==> config.mk <==
export PLATFORM = sky130hd
export DESIGN_NAME = fifo_stream_reader
export DESIGN_NICKNAME = d
export VERILOG_FILES = /design/src/rtl/fifo_stream_reader.sv
export SDC_FILE = /design/constraint.sdc
export NUM_CORES = 1
export LEC_CHECK = 0
export CAP_MARGIN = 20
export CORE_UTILIZATION = 67
export CTS_BUF_LIST = sky130_fd_sc_hd__clkbuf_16
export CTS_CLUSTER_SIZE = 14
export DETAILED_ROUTE_END_ITERATION = 8
export DONT_BUFFER_PORTS = 1
export PLACE_DENSITY = 0.81
export SLEW_MARGIN = 20
export SYNTH_ARGS = -nofsm -noshare
export SYNTH_HDL_FRONTEND = slang
export SYNTH_SLANG_ARGS = --single-unit
==> constraint.sdc <==
create_clock -name recv_clk -period 3.7 [get_ports recv_clk]
set_input_delay 0.925 -clock recv_clk [delete_from_list [all_inputs] [get_ports recv_clk]]
set_output_delay 0.925 -clock recv_clk [all_outputs]
set_load 0.02 [all_outputs]
==> src/rtl/fifo_stream_reader.sv <==
// ============================================================================
// Module   : fifo_stream_reader
// Brief    : Pops an async-FIFO read port into a 3-entry skid buffer and
//            re-presents it as a framed valid/ready stream.
// Revision : 1.0
// ============================================================================
`default_nettype none

module fifo_stream_reader #(
    parameter int data_bus_length = 8,
    parameter int burst_length    = 4,
    parameter int count_width     = 16
) (
    input  logic                       recv_clk,
    input  logic                       recv_rst,
    input  logic                       enable,
    input  logic                       fifo_empty,
    input  logic [data_bus_length-1:0] recv_data,
    output logic                       read_enable,
    output logic [data_bus_length-1:0] out_data,
    output logic                       out_valid,
    input  logic                       out_ready,
    output logic                       out_last,
    output logic [count_width-1:0]     word_count,
    output logic                       idle
);

    localparam int                BEAT_W    = (burst_length > 1) ? $clog2(burst_length) : 1;
    localparam logic [BEAT_W-1:0] LAST_BEAT = BEAT_W'(burst_length - 1);
    localparam int                DEPTH     = 3;

    logic [data_bus_length-1:0] mem_q [DEPTH];
    logic [1:0]                 count_q, count_d;
    logic [1:0]                 rd_ptr_q, rd_ptr_d;
    logic [1:0]                 wr_ptr_q, wr_ptr_d;
    logic                       inflight_q;
    logic [BEAT_W-1:0]          beat_q, beat_d;
    logic [count_width-1:0]     word_count_q, word_count_d;

    logic                       w_capture;
    logic                       w_xfer;
    logic                       w_credit;

    function automatic logic [1:0] inc3(input logic [1:0] p);
        return (p == 2'd2) ? 2'd0 : p + 2'd1;
    endfunction

    // Credit counts the in-flight pop so the capture slot is always free.
    assign w_credit    = ({1'b0, count_q} + {2'b00, inflight_q}) < 3'd3;
    assign read_enable = !recv_rst && enable && !fifo_empty && w_credit;

    assign w_capture = inflight_q;
    assign out_valid = (count_q != 2'd0);
    assign w_xfer    = out_valid && out_ready;
    assign out_last  = out_valid && (beat_q == LAST_BEAT);
    assign word_count = word_count_q;
    assign idle      = (count_q == 2'd0) && !inflight_q;

    always_comb begin
        out_data = mem_q[0];
        case (rd_ptr_q)
            2'd1:    out_data = mem_q[1];
            2'd2:    out_data = mem_q[2];
            default: out_data = mem_q[0];
        endcase
    end

    always_comb begin
        count_d      = count_q;
        rd_ptr_d     = rd_ptr_q;
        wr_ptr_d     = wr_ptr_q;
        beat_d       = beat_q;
        word_count_d = word_count_q;
        if (w_capture) begin
            wr_ptr_d = inc3(wr_ptr_q);
        end
        if (w_xfer) begin
            rd_ptr_d     = inc3(rd_ptr_q);
            word_count_d = word_count_q + 1'b1;
            beat_d       = (beat_q == LAST_BEAT) ? '0 : beat_q + 1'b1;
        end
        case ({w_capture, w_xfer})
            2'b10:   count_d = count_q + 2'd1;
            2'b01:   count_d = count_q - 2'd1;
            default: count_d = count_q;
        endcase
    end

    always_ff @(posedge recv_clk) begin
        if (recv_rst) begin
            count_q      <= 2'd0;
            rd_ptr_q     <= 2'd0;
            wr_ptr_q     <= 2'd0;
            inflight_q   <= 1'b0;
            beat_q       <= '0;
            word_count_q <= '0;
        end else begin
            count_q      <= count_d;
            rd_ptr_q     <= rd_ptr_d;
            wr_ptr_q     <= wr_ptr_d;
            inflight_q   <= read_enable;
            beat_q       <= beat_d;
            word_count_q <= word_count_d;
        end
    end

    generate
        for (genvar g = 0; g < DEPTH; g++) begin : g_entry
            always_ff @(posedge recv_clk) begin
                if (recv_rst) begin
                    mem_q[g] <= '0;
                end else if (w_capture && (wr_ptr_q == 2'(g))) begin
                    mem_q[g] <= recv_data;
                end
            end
        end
    endgenerate

endmodule

`default_nettype wire

==> results of run 1 <==
stage by stage:
stage          worst slack (ns)  instance area, sq um  util (%)
3_5_place_dp             0.7872                  2297     73.44
3_3_place_gp             0.7844                  2297     73.44
4_1_cts                  0.7087                  2437     77.92
6_report                 0.7129                  2437     77.92
2_1_floorplan            0.6551                  2277         -
5_1_grt                  0.6476                  2437     77.92
logic make-up (layout without fill, tap and decap cells):
| kind of cell | Yosys count | after routing |
|---|---|---|
| buffers and inverters | 17 | 16 |
| multiplexers | 1 | 1 |
| AO/OA/AOI/OAI | 41 | 41 |
| AND/OR/NAND/NOR | 96 | 96 |
| adder cells (fa/ha/maj) | 9 | 9 |
| flip-flops | 49 | 49 |
| XOR/XNOR | 10 | 10 |
worst max-delay path by stage:
stage | from | endpoint | cells past startpoint
after floorplan | recv_rst | read_enable | 3
after global placement | recv_rst | read_enable | 2
after detailed placement | recv_rst | read_enable | 2
after CTS | count_q[0] | read_enable | 4
after global routing | count_q[0] | read_enable | 4
final | count_q[0] | read_enable | 4
per-layer routing:
layer  wire length [microns]  share of wire (%)
met1                    1849                 43
met2                    2169                 50
met3                     213                4.9
met4                      76                1.8
met5                       0                  0
cells in the mapped netlist, drive strengths merged, types with 4 or more instances:
library cell,n,area (sq um)
xor2,6,52.55
and2,27,168.9
nor2,28,105.1
xnor2,4,35.03
inv,7,26.28
nor3,4,30.03
clkbuf,8,30.03
nand3,4,20.02
dfxtp,25,500.5
ha,9,112.6
a21oi,21,105.1
a22oi,8,60.06
edfxtp,24,720.7
nand2,16,60.06
nand4,4,31.28
report_power, final:
| group | leakage, nW | internal, mW | switching [mW] | total, mW |
|---|---|---|---|---|
| logic | 0.380 | 0.0408 | 0.106 | 0.147 |
| clock network | 0.0687 | 0.246 | 0.185 | 0.431 |
| registers | 0.451 | 0.592 | 0.0210 | 0.613 |
| total | 0.900 | 0.878 | 0.312 | 1.19 |
area by class of cell:
cell class | count | area share (%)
Sequential cell | 49 | 50.10
Multi-Input combinational cell | 157 | 40.66
Clock buffer | 5 | 5.133
Clock inverter | 3 | 0.6160
Inverter | 8 | 1.232
Tap cell | 44 | 2.259
sequential cells by signal, summed over array words and instances (netlist names):
register	cells
mem_q	24
word_count	16
beat_q	2
count_q	2
rd_ptr_q	2
wr_ptr_q	2
inflight_q	1
worst reg2reg max path: cells and delay by family, from the launching register on:
family / cells / cell delay (ns)
simple gates: 1 / 0.36
flops: 1 / 0.37
compound gates: 2 / 0.89
fa+ha+maj: 1 / 0.44
buf+inv: 1 / 0.46
==> qor.yml, run 1 <==
routed_via_density: 5.981
die_x_microns: 60.30
nFillCells: 225
firstDrtPassIters: 4
grt_pass1_wl_microns: 6844
rows: 20
cts_sinks: 49
setup_viol: 0
cts_tree: "built"
reg2reg_slack_ns: 1.12
drt_iter0_drc: 87
dp.cells: 258
gp_congestion: 0.7338
wirelength_microns: 4308
synth-async-reset-ratio_pct: 0
hold_depth: 2
r2r_end: "count_q[1]"
regArea_sq_mm: 0.001221
syn_nets: 245
crit-reg2reg-launch: "count_q[0]"
cp_num_buf_inv: 0
drive_above_1_share_pct: 6.757
dieArea_sq_mm: 0.003636
cp-end-kind: "primary output"
ys_seq_area_share_pct: 53.63
final_antenna_net_count: 0
antenna_found_initial: 0
h-tree-depth: 2
critPathKind: "flip-flop to primary output"
grt_overflow: 0
top_level_ports: 41
cts_setup_buffers: 0
clock_latency_ns: 0.29
syn_area_sq_mm: 0.002277
max_stage_delay_ns: 0.62
cts_made_buffers: 5
hp-start: "beat_q[1]"
final_cell_count_no_fill: 266
core_area_sq_mm: 0.003128
skew_ns: 0.005797
rsz0062_at_grt: "no"
max_freq_mhz: 334.8
whs_ns: 0.4703
ff2ff_path_depth: 5
die_h_microns: 60.30
num_antenna_cells: 0
fin_crit_sh_pct: 80.73
syn_inst: 223
busiest_layer: "met2"
synth-seq-cells: 49
synth_fa_ha_area_share_pct: 4.945
worst_slew_pin_slew_ns: 0.9113
use_met1_pct: 29.17
yosysWarnings: 0
slew_violations: 0
cts_root_buf: "clkbuf_16"
cts.clk_slew.worst_paths_ns: 0.06
finalPower_mw: 1.190
grt_use_total_pct: 26.58
synth_ff_type: "dfxtp_1"
dpl.hpwl_microns: 3078
final_cell_mix: "nor2_1 (28), and2_1 (27), dfxtp_1 (25)"
synth-xor-area-share_pct: 3.846
crit_top_cell: "ha_1"
status: "finished, final reports clean"
worst_setup_path_start_kind: "flip-flop"
maxSlewHeadroom_pct: 38.84
critical_path_peak_fanout: 6
period_minus_slack_ns: 2.987
critPathSlowestCell: "or4b_2"
met2_usage_pct: 46.78
synth_cell_types: 38
cap_violations: 0
synth_edf_count: 24
synth_compound_area_share_pct: 11.81
muxShareOfSynthArea_pct: 0.4945
cp.required_ns: 2.77
grt_use_met3_pct: 8.874
worst_ep_arrival_time_ns: 2.06
route.detailed.drc: 0
ir_drop_mv: 0.3614
synth_top_family_by_area: "simple AND/OR/NAND/NOR gates"
yosys.area_share.simple_pct: 22.42
cts.repair.resized: 0
finalHoldViolCount: 0
clockBufferDepth: 2
setup_tns_ns: 0
crit_path_cell_trace: "ha_1, ha_1, or4b_2, a21oi_1"
port_buffers: 0
layout_commonest_cell: "nor2_1"
power.leakage_nw: 0.8998
area_delta_synth_final_pct: 7.033
grt_max_degree: 36
power_density_mw_per_mm2: 488.4
grt_pass1_vias: 1550
hp-class: "flip-flop to flip-flop"
initial_core_util_pct: 72.80
vias: 1591
avgSynthCellArea_sq_um: 10.21
wire_per_inst_microns: 16.20
ctsHoldBuffers: 0
multi_input_area_sq_um: 991.0
worstHoldEndpoint: "beat_q[1]"
nets: 243
crit_family: "simple AND/OR/NAND/NOR gates"
(Power assumes the default switching activity.)
==> run 2: changes to the inputs <==
--- a/config.mk
+++ b/config.mk
@@ -6,12 +6,12 @@
 export NUM_CORES = 1
 export LEC_CHECK = 0
 export CAP_MARGIN = 20
-export CORE_UTILIZATION = 67
+export CORE_UTILIZATION = 62
 export CTS_BUF_LIST = sky130_fd_sc_hd__clkbuf_16
 export CTS_CLUSTER_SIZE = 14
 export DETAILED_ROUTE_END_ITERATION = 8
 export DONT_BUFFER_PORTS = 1
-export PLACE_DENSITY = 0.81
+export PLACE_DENSITY = 0.76
 export SLEW_MARGIN = 20
 export SYNTH_ARGS = -nofsm -noshare
 export SYNTH_HDL_FRONTEND = slang
==> constraint.sdc (replaced) <==
create_clock -name recv_clk -period 2.8 [get_ports recv_clk]
set_input_delay 0.7 -clock recv_clk [delete_from_list [all_inputs] [get_ports recv_clk]]
set_output_delay 0.7 -clock recv_clk [all_outputs]
set_load 0.02 [all_outputs]
==> qor.yml, run 2 (synthesized netlist as in run 1, its figures left out) <==
status: "finished, final reports clean"  # unchanged
wire_per_inst_microns: 15.54  # was 16.20 microns
drive_above_1_share_pct: 7.589  # was 6.757%
regMostFlops: "mem_q"  # unchanged
crit_top_cell: "ha_1"  # unchanged
power_frac_seq_pct: 51.3  # was 51.5%
critPathKind: "flip-flop to primary output"  # unchanged
cts.repair.resized: 0  # unchanged
firstDrtPassIters: 4  # unchanged
grt_pass1_vias: 1597  # was 1550
skew_ns: 0.005196  # was 0.005797 ns
grt_overflow: 0  # unchanged
largest_register_ffs: 24  # unchanged
final_area_sq_mm: 0.002455  # was 0.002437 sq mm
p_sw_share_pct: 26.16  # was 26.25%
whs_ns: 0.4582  # was 0.4703 ns
slew_violations: 0  # unchanged
nFillCells: 276  # was 225
routed_via_density: 5.893  # was 5.981
layout_commonest_cell: "nor2_1"  # unchanged
critical_path_peak_fanout: 6  # unchanged
cts.clk_slew.worst_paths_ns: 0.06  # about the same
gp_congestion: 0.7210  # was 0.7338
cp-end-kind: "primary output"  # unchanged
worst_setup_path_start_kind: "flip-flop"  # unchanged
initial_core_util_pct: 66.67  # was 72.80%
max_freq_mhz: 374.1
final_cell_mix: "nor2_1 (28), and2_1 (27), dfxtp_1 (25)"  # unchanged
grt_pass1_wl_microns: 7396  # was 6844 microns
fin_ws_ns: 0.1266  # was 0.7129 ns
die_h_microns: 62.61  # was 60.30 microns
worst_slew_pin_slew_ns: 0.5088  # was 0.9113 ns
port_buffers: 0  # unchanged
top_level_ports: 41  # unchanged
p_clk_share_pct: 36.2  # about the same
ctsHoldBuffers: 0  # unchanged
power_density_mw_per_mm2: 642.3  # was 488.4 mW/mm^2
die_x_microns: 62.61  # was 60.30 microns
grt_max_degree: 36  # unchanged
placed_area_sq_mm: 0.002315  # was 0.002297 sq mm
core_area_sq_mm: 0.003416  # was 0.003128 sq mm
area_delta_synth_final_pct: 7.802  # was 7.033%
dieArea_sq_mm: 0.003919  # was 0.003636 sq mm
h-tree-depth: 2  # unchanged
cts_tree: "built"  # unchanged
num_antenna_cells: 0  # unchanged
nets: 245  # was 243
final_util_pct: 71.87  # was 77.92%
crit_path_cell_trace: "ha_1, ha_1, or4b_2, a21oi_1, buf_4"  # was ha_1, ha_1, or4b_2, a21oi_1
combPwrFrac_pct: 12.5  # was 12.3%
ir_drop_mv: 0.4274  # was 0.3614 mV
p_sw_uw: 412.5  # was 312.5 uW
rsz0062_at_grt: "no"  # unchanged
period_minus_slack_ns: 2.673
clockBufferDepth: 2  # unchanged
power.leakage_nw: 0.9131  # was 0.8998 nW
dpl.hpwl_microns: 2954  # was 3078 microns
cap_violations: 0  # unchanged
cts_root_buf: "clkbuf_16"  # unchanged
vias: 1591  # unchanged
worst_ep_arrival_time_ns: 1.97  # was 2.06 ns
wirelength_microns: 4197  # was 4308 microns
grt_use_total_pct: 24.45  # was 26.58%
antenna_found_initial: 0  # unchanged
clock_latency_ns: 0.29  # about the same
intPower_mw: 1.164  # was 878.0 uW
pre_cts_ws_ns: 0.4274  # was 0.7872 ns
cts_made_buffers: 5  # unchanged
rows: 21  # was 20
hp-class: "flip-flop to flip-flop"  # unchanged
cp.required_ns: 2.10  # was 2.77 ns
drt_iter0_drc: 93  # was 87
max_stage_delay_ns: 0.63  # was 0.62 ns
cts_sinks: 49  # unchanged
setup_viol: 0  # unchanged
final_antenna_net_count: 0  # unchanged
cts_setup_buffers: 0  # unchanged
fin_crit_sh_pct: 95.48
critPathSlowestCell: "or4b_2"  # unchanged
finalHoldViolCount: 0  # unchanged
cp_num_buf_inv: 1  # was 0
maxSlewHeadroom_pct: 65.95  # was 38.84%
setup_tns_ns: 0  # unchanged
crit_family: "simple AND/OR/NAND/NOR gates"  # unchanged
route.detailed.drc: 0  # unchanged
==> run 2: cell types whose count changed in the layout (fill, tap and decap cells not counted), sizes merged <==
cell and change:
inv +1, buf +2, clkinv -1
==> run 2: stage by stage <==
stage               power [mW]  instances
floorplan               0.9899        223
global placement         1.011        262
detailed placement       1.023        262
CTS                      1.581        270
global route             1.640        270
finish                   1.577        270
==> run 2: final timing paths <==
| check | cells after the start | start | endpoint | slack (ns) |
|---|---|---|---|---|
| max reg2reg | 7 | count_q[0] | count_q[1] | 0.90 |
| max | 5 | count_q[0] | read_enable | 0.13 |
| min reg2reg | 2 | beat_q[1] | beat_q[1] | 0.46 |
| min | 2 | beat_q[1] | beat_q[1] | 0.46 |
==> run 2: cell type report <==
class,count,area [sq um],area share [%]
clock buffer,5,125.1,5.097
clock inverter,3,15.01,0.6116
inverter,8,30.03,1.223
multi-input combinational,157,991.0,40.37
sequential,49,1221,49.75
tap,46,57.56,2.345
timing repair buffer,2,15.01,0.6116
==> run 2: power groups by stage <==
| stage | sequential, mW | combinational (mW) | clock [mW] |
|---|---|---|---|
| floorplan | 0.818 | 0.171 | 0 |
| global placement | 0.821 | 0.190 | 0 |
| detailed placement | 0.824 | 0.198 | 0 |
| CTS | 0.809 | 0.200 | 0.573 |
| global route | 0.813 | 0.220 | 0.608 |
| finish | 0.808 | 0.197 | 0.571 |
==> run 2: routing by layer <==
metal,up-vias,global-route usage (%),routed length [microns]
met5,-,0,0
met4,0,9.012,60
met3,7,6.934,249
met2,45,43.34,2173
met1,758,27.78,1713
li1,781,-,-
==> run 2: worst reg2reg max path: stages (launching register included) <==
cell and delay [ns]:
dfxtp_1 0.37, o21ai_1 0.13, buf_4 0.19, clkinv_1 0.25, ha_1 0.29, xnor2_1 0.14
or3_1 0.31, a21oi_1 0.15
==> edit 1, RTL diff (settings of run 2) <==
`data_bus_length`: 8 -> 4.
--- a/src/rtl/fifo_stream_reader.sv
+++ b/src/rtl/fifo_stream_reader.sv
@@ -7,7 +7,7 @@
 `default_nettype none
 
 module fifo_stream_reader #(
-    parameter int data_bus_length = 8,
+    parameter int data_bus_length = 4,
     parameter int burst_length    = 4,
     parameter int count_width     = 16
 ) (
Ports: changed (resized out_data and recv_data); port bits go from 41 to 33. No check against the original RTL was run, so the function may have changed too.
==> edit 1 against run 2 <==
Non-clock buffer count decreased by 1; setup slack worse by 26 ps; area after synthesis down 24%; largest cell class unchanged; total power shrank 11%; sequential power decreased by 26%; sequential cell count down 12; cell area shrank 21%; via count decreased by 18%; routed wire length down 15%; register-to-register slack worse by 290 ps.
==> edit 1: results (changes against run 2) <==
Outcome
  – Outcome: finished, final reports clean

Placement
  – DP Area: 0.00176 mm² (-24%)
  – Detailed Place HPWL: 2560 µm (-13%)
  – Gp weighted congestion: 0.763 (+5.9%)
  – Pre-CTS setup slack: 341 ps (-86.8 ps)

Logic synthesis
  – Sequential area share after synthesis: 49.8% (-3.8 points)
  – Post-synthesis mux area share: 0% (-0.49 points)
  – Post-synth EDFFs: 12 (-50%)
  – Post-Synth Adder-Cell Area: 6.52% (+1.6 points)
  – Top cells by area, synth: dfxtp_1 (29%), edfxtp_1 (21%), ha_1 (6.5%)
  – Post-synthesis compound-gate area fraction: 11.0% (-0.81 points)
  – Synth Area in XOR/XNOR: 6.08% (+2.2 points)
  – Most frequent cells after synthesis: dfxtp_1 (25), nor2_1 (21), a21oi_1 (19)
  – Yosys Warn Count: 0 (unchanged)
  – Netlist cell types: 30 (-21%)

Clock network
  – Clock sinks: 37 (-24%)
  – Clock latency on the worst-skew pair: 280 ps
  – CTS max path bufs: 2 (unchanged)

Power
  – PD cells: 727 mW/mm² (+13%)
  – Worst VDD drop: 0.596 mV (+39%)
  – Leakage power: 0.671 nW (-27%)

STA
  – Crit path time final: 2700 ps (+26.0 ps)
  – Clock skew: 5.26 ps (+0.0629 ps)
  – Slew @ Worst Pin: 570 ps (+61.4 ps)

Cells and area
  – Data buffer area share: 0.389% (-0.22 points)
  – Multi-input gate area: 826 µm² (-17%)
  – Non-clk bufs: 1 (-1)
  – Non-CTS inverters: 7 (-1)
  – Seq area share: 44.6% (-5.1 points)
  – Multi-input gates: 134 (-15%)
  – Clk cell area share: 8.83% (+3.1 points)
  – Max reg flops: 16 (-33%)
  – Nets: 204 (-17%)
  – Share of cells above drive strength 1: 8.56% (+0.97 points)
  – Number of fill cells in the layout: 181 (-34%)

Global routing
  – Met1 Use GR: 31.3% (+3.5 points)
  – GR Util met2: 44.2% (+0.83 points)
  – Vias in the first global route: 1196 (-25%)
  – GRT Total Usage: 26.9% (+2.5 points)
  – Global-route wire length before repair: 5380 µm (-27%)
  – Largest net degree at the start of global routing: 32 (-11%)
  – M3 GR Usage: 9.72% (+2.8 points)

Critical path
  – Critical Path Max Stage Delay: 620 ps
  – Crit-path max FO: 5 (-1)
  – Worst reg-to-reg setup slack: 610 ps (-290 ps)
  – CP arrival: 2000 ps (+30 ps)

Route
  – Met3 WL post-DR: 220 µm (-12%)
  – Initial DRC Count: 36 (-61%)
  – Routed length on met2: 1820 µm (-16%)
  – M1 wire length: 1490 µm (-13%)
  – Vias post-DR: 1310 (-18%)
  – Routed WL per cell: 16.5 µm (+6.1%)

Floorplanning
  – Chip width: 54.8 µm (-12%)
edit 1: changes by cell type after synthesis, moves of 5 or more:
cell / delta
and2_1: -14
o21ai_0: +5
nor2_1: -7
edfxtp_1: -12
xnor2_1: +5
clkbuf_1: -5
edit 1: metrics by stage:
stage,std cells,hold WS (ps)
after global placement,209,440
after floorplan,182,440
final,217,465
after CTS,217,467
after global routing,217,475
after detailed placement,209,450
edit 1: logic make-up (layout without fill, tap and decap cells):
group,Yosys count,count (layout)
XOR/XNOR,12,12
adder cells (fa/ha/maj),9,9
AND/OR/NAND/NOR,81,81
AO/OA/AOI/OAI,32,32
buffers and inverters,11,16
flip-flops,37,37
edit 1: report_power, final:
part           total, mW  internal [mW]  leakage, nW  switching, mW
clock              0.645          0.422       0.0843          0.223
combinational      0.156         0.0497        0.260          0.107
sequential         0.600          0.577        0.326         0.0232
total               1.40           1.05        0.671          0.353
edit 1: final timing paths:
path                                                 to  depth (start not counted)               startpoint
worst min register to register   beat_q[1]$_SDFFE_PP0P_                          2   beat_q[1]$_SDFFE_PP0P_
worst max-delay path                        read_enable                          4    inflight_q$_SDFF_PP0_
worst max register to register  count_q[1]$_SDFFE_PP0P_                          6  count_q[0]$_SDFFE_PP0P_
worst min-delay path             beat_q[1]$_SDFFE_PP0P_                          2   beat_q[1]$_SDFFE_PP0P_
edit 1: worst register-to-register path, cell delays in order (launching register included):
cell and delay (ps):
dfxtp_1 310, buf_4 160, o21ai_1 370, clkinv_1 370, ha_1 420, or3_1 350
a21oi_1 140
==> edit 2, RTL diff (flow settings as in run 2) <==
Made on the original files. Make the reset (`recv_rst`) asynchronous in 2 clocked blocks.
--- a/src/rtl/fifo_stream_reader.sv
+++ b/src/rtl/fifo_stream_reader.sv
@@ -86,7 +86,7 @@
         endcase
     end
 
-    always_ff @(posedge recv_clk) begin
+    always_ff @(posedge recv_clk or posedge recv_rst) begin
         if (recv_rst) begin
             count_q      <= 2'd0;
             rd_ptr_q     <= 2'd0;
@@ -106,7 +106,7 @@
 
     generate
         for (genvar g = 0; g < DEPTH; g++) begin : g_entry
-            always_ff @(posedge recv_clk) begin
+            always_ff @(posedge recv_clk or posedge recv_rst) begin
                 if (recv_rst) begin
                     mem_q[g] <= '0;
                 end else if (w_capture && (wr_ptr_q == 2'(g))) begin
Check against the original RTL: differs if recv_rst is asserted again (counterexample within 4 cycles, from zero or initial values and one cycle with recv_rst high); with recv_rst held inactive, the same outputs for 10 cycles.
==> edit 2 against run 2 <==
Area after synthesis is 1.3% lower; sequential cell count stayed put; routed wire length is 4.5% lower; clock skew is 0.76 ps lower; cell area is 0.15% higher; register-to-register slack better by 60 ps; hold slack better by 24 ps; core utilization is 0.11 points higher; setup slack better by 20 ps; fmax is 0.75% higher; critical path type unchanged; highest routed layer unchanged.
Power is not compared: it rests on default switching activity, and its combinational part moved more than twofold at a synthesized area within 25%.
==> edit 2: results (changes against run 2) <==
Outcome
  – Outcome: finished, final reports clean

Global routing
  – M3 GR Usage: 7.90% (+0.97 points)
  – Largest net degree at the start of global routing: 50 (+39%)
  – GRT Total Usage: 23.5% (-0.99 points)
  – Global-route wire length before repair: 6980 µm (-5.7%)
  – GR Util met2: 42.2% (-1.2 points)
  – Vias in the first global route: 1473 (-7.8%)
  – Met1 Use GR: 26.9% (-0.84 points)

Route
  – Routed WL per cell: 16.9 µm (+8.8%)
  – M1 wire length: 1650 µm (-3.4%)
  – DR vias/cell: 5.91 (+0.32%)
  – Routed length on met2: 2150 µm (-1.2%)
  – DR top layer: met4
  – Post-Route WL: 4010 µm (-4.5%)
  – Met3 WL post-DR: 170 µm (-32%)
  – Initial DRC Count: 68 (-27%)

Cells and area
  – Number of fill cells in the layout: 238 (-14%)
  – Non-CTS inverters: 6 (-2)
  – Multi-input gates: 126 (-20%)
  – Data buffer area share: 0.611% (-0.00094 points)
  – Multi-input gate area: 967 µm² (-2.4%)
  – Seq_cells: 49 (unchanged)
  – Seq area share: 49.9% (+0.13 points)
  – Share of cells above drive strength 1: 19.9% (+12 points)
  – Nets: 212 (-13%)
  – Clk cell area share: 6.77% (+1.1 points)

Logic synthesis
  – Netlist cell types: 31 (-18%)
  – Top cells by area, synth: dfrtp_1 (55%), mux2_2 (8.0%), mux2_4 (5.3%)
  – Sequential area share after synthesis: 54.6% (+0.94 points)
  – Synthesized area per cell: 12.0 µm² (+18%)
  – Most frequent cells after synthesis: dfrtp_1 (49), mux2_2 (16), nor2_1 (16)
  – Ys async rst share: 100% (+100 points)

STA
  – Slew @ Worst Pin: 599 ps (+90.5 ps)
  – Clock skew: 4.43 ps (-0.764 ps)

Placement
  – Placed Cells incl. Taps: 229 (-13%)
  – Detailed Place HPWL: 2840 µm (-4.0%)
  – Gp weighted congestion: 0.761 (+5.6%)

Power
  – Net Sw Power: 1.18 mW
  – Comb power: 1.09 mW

Critical path
  – Worst r2r src: count_q[0]$_DFFE_PP0P_
  – Worst reg-to-reg setup slack: 960 ps (+60 ps)
  – Crit-path max FO: 16 (+10)
  – CP arrival: 1950 ps (-20 ps)
  – End of the critical path: out_data[0]
  – Critical Path Start: rd_ptr_q[0]$_DFFE_PP0P_
  – Crit Reg-Reg Endpoint: count_q[1]$_DFFE_PP0P_

Clock network
  – Root Driver: clkbuf_16

Hold path
  – HP Class: in2async
## edit 2: changes by cell type after synthesis, sizes merged, moves of 23 or more
cell           run 2  this run
edfxtp            24         0
and2              27         1
dfxtp             25         0
dfrtp              0        49
mux2               1        24
## edit 2: cells by family after synthesis
kind of cell | count (synthesis) | share of synthesized area, %
AOI/OAI and AO/OA | 23 | 6.24
xor gates and xnor gates | 18 | 7.02
adders and majority gates | 9 | 5.01
buffers and inverters | 12 | 2.39
DFF | 49 | 54.6
muxes | 24 | 13.4
and+or+nand+nor | 52 | 11.4
## edit 2: stage by stage
| stage | area (µm²) | hold WS (ps) | setup slack [ps] |
|---|---|---|---|
| after CTS | 2460 | 498 | 146 |
| final | 2460 | 483 | 147 |
| after global placement | 2290 | 467 | 627 |
| after detailed placement | 2290 | 482 | 473 |
| after floorplan | 2250 | 450 | 319 |
| after global routing | 2460 | 524 | 71.6 |
## edit 2: critical path: stages (launching register included)
cell and delay [ps]:
dfrtp_1 380, inv_1 90, ha_1 600, nor2_1 130
a21oi_1 460
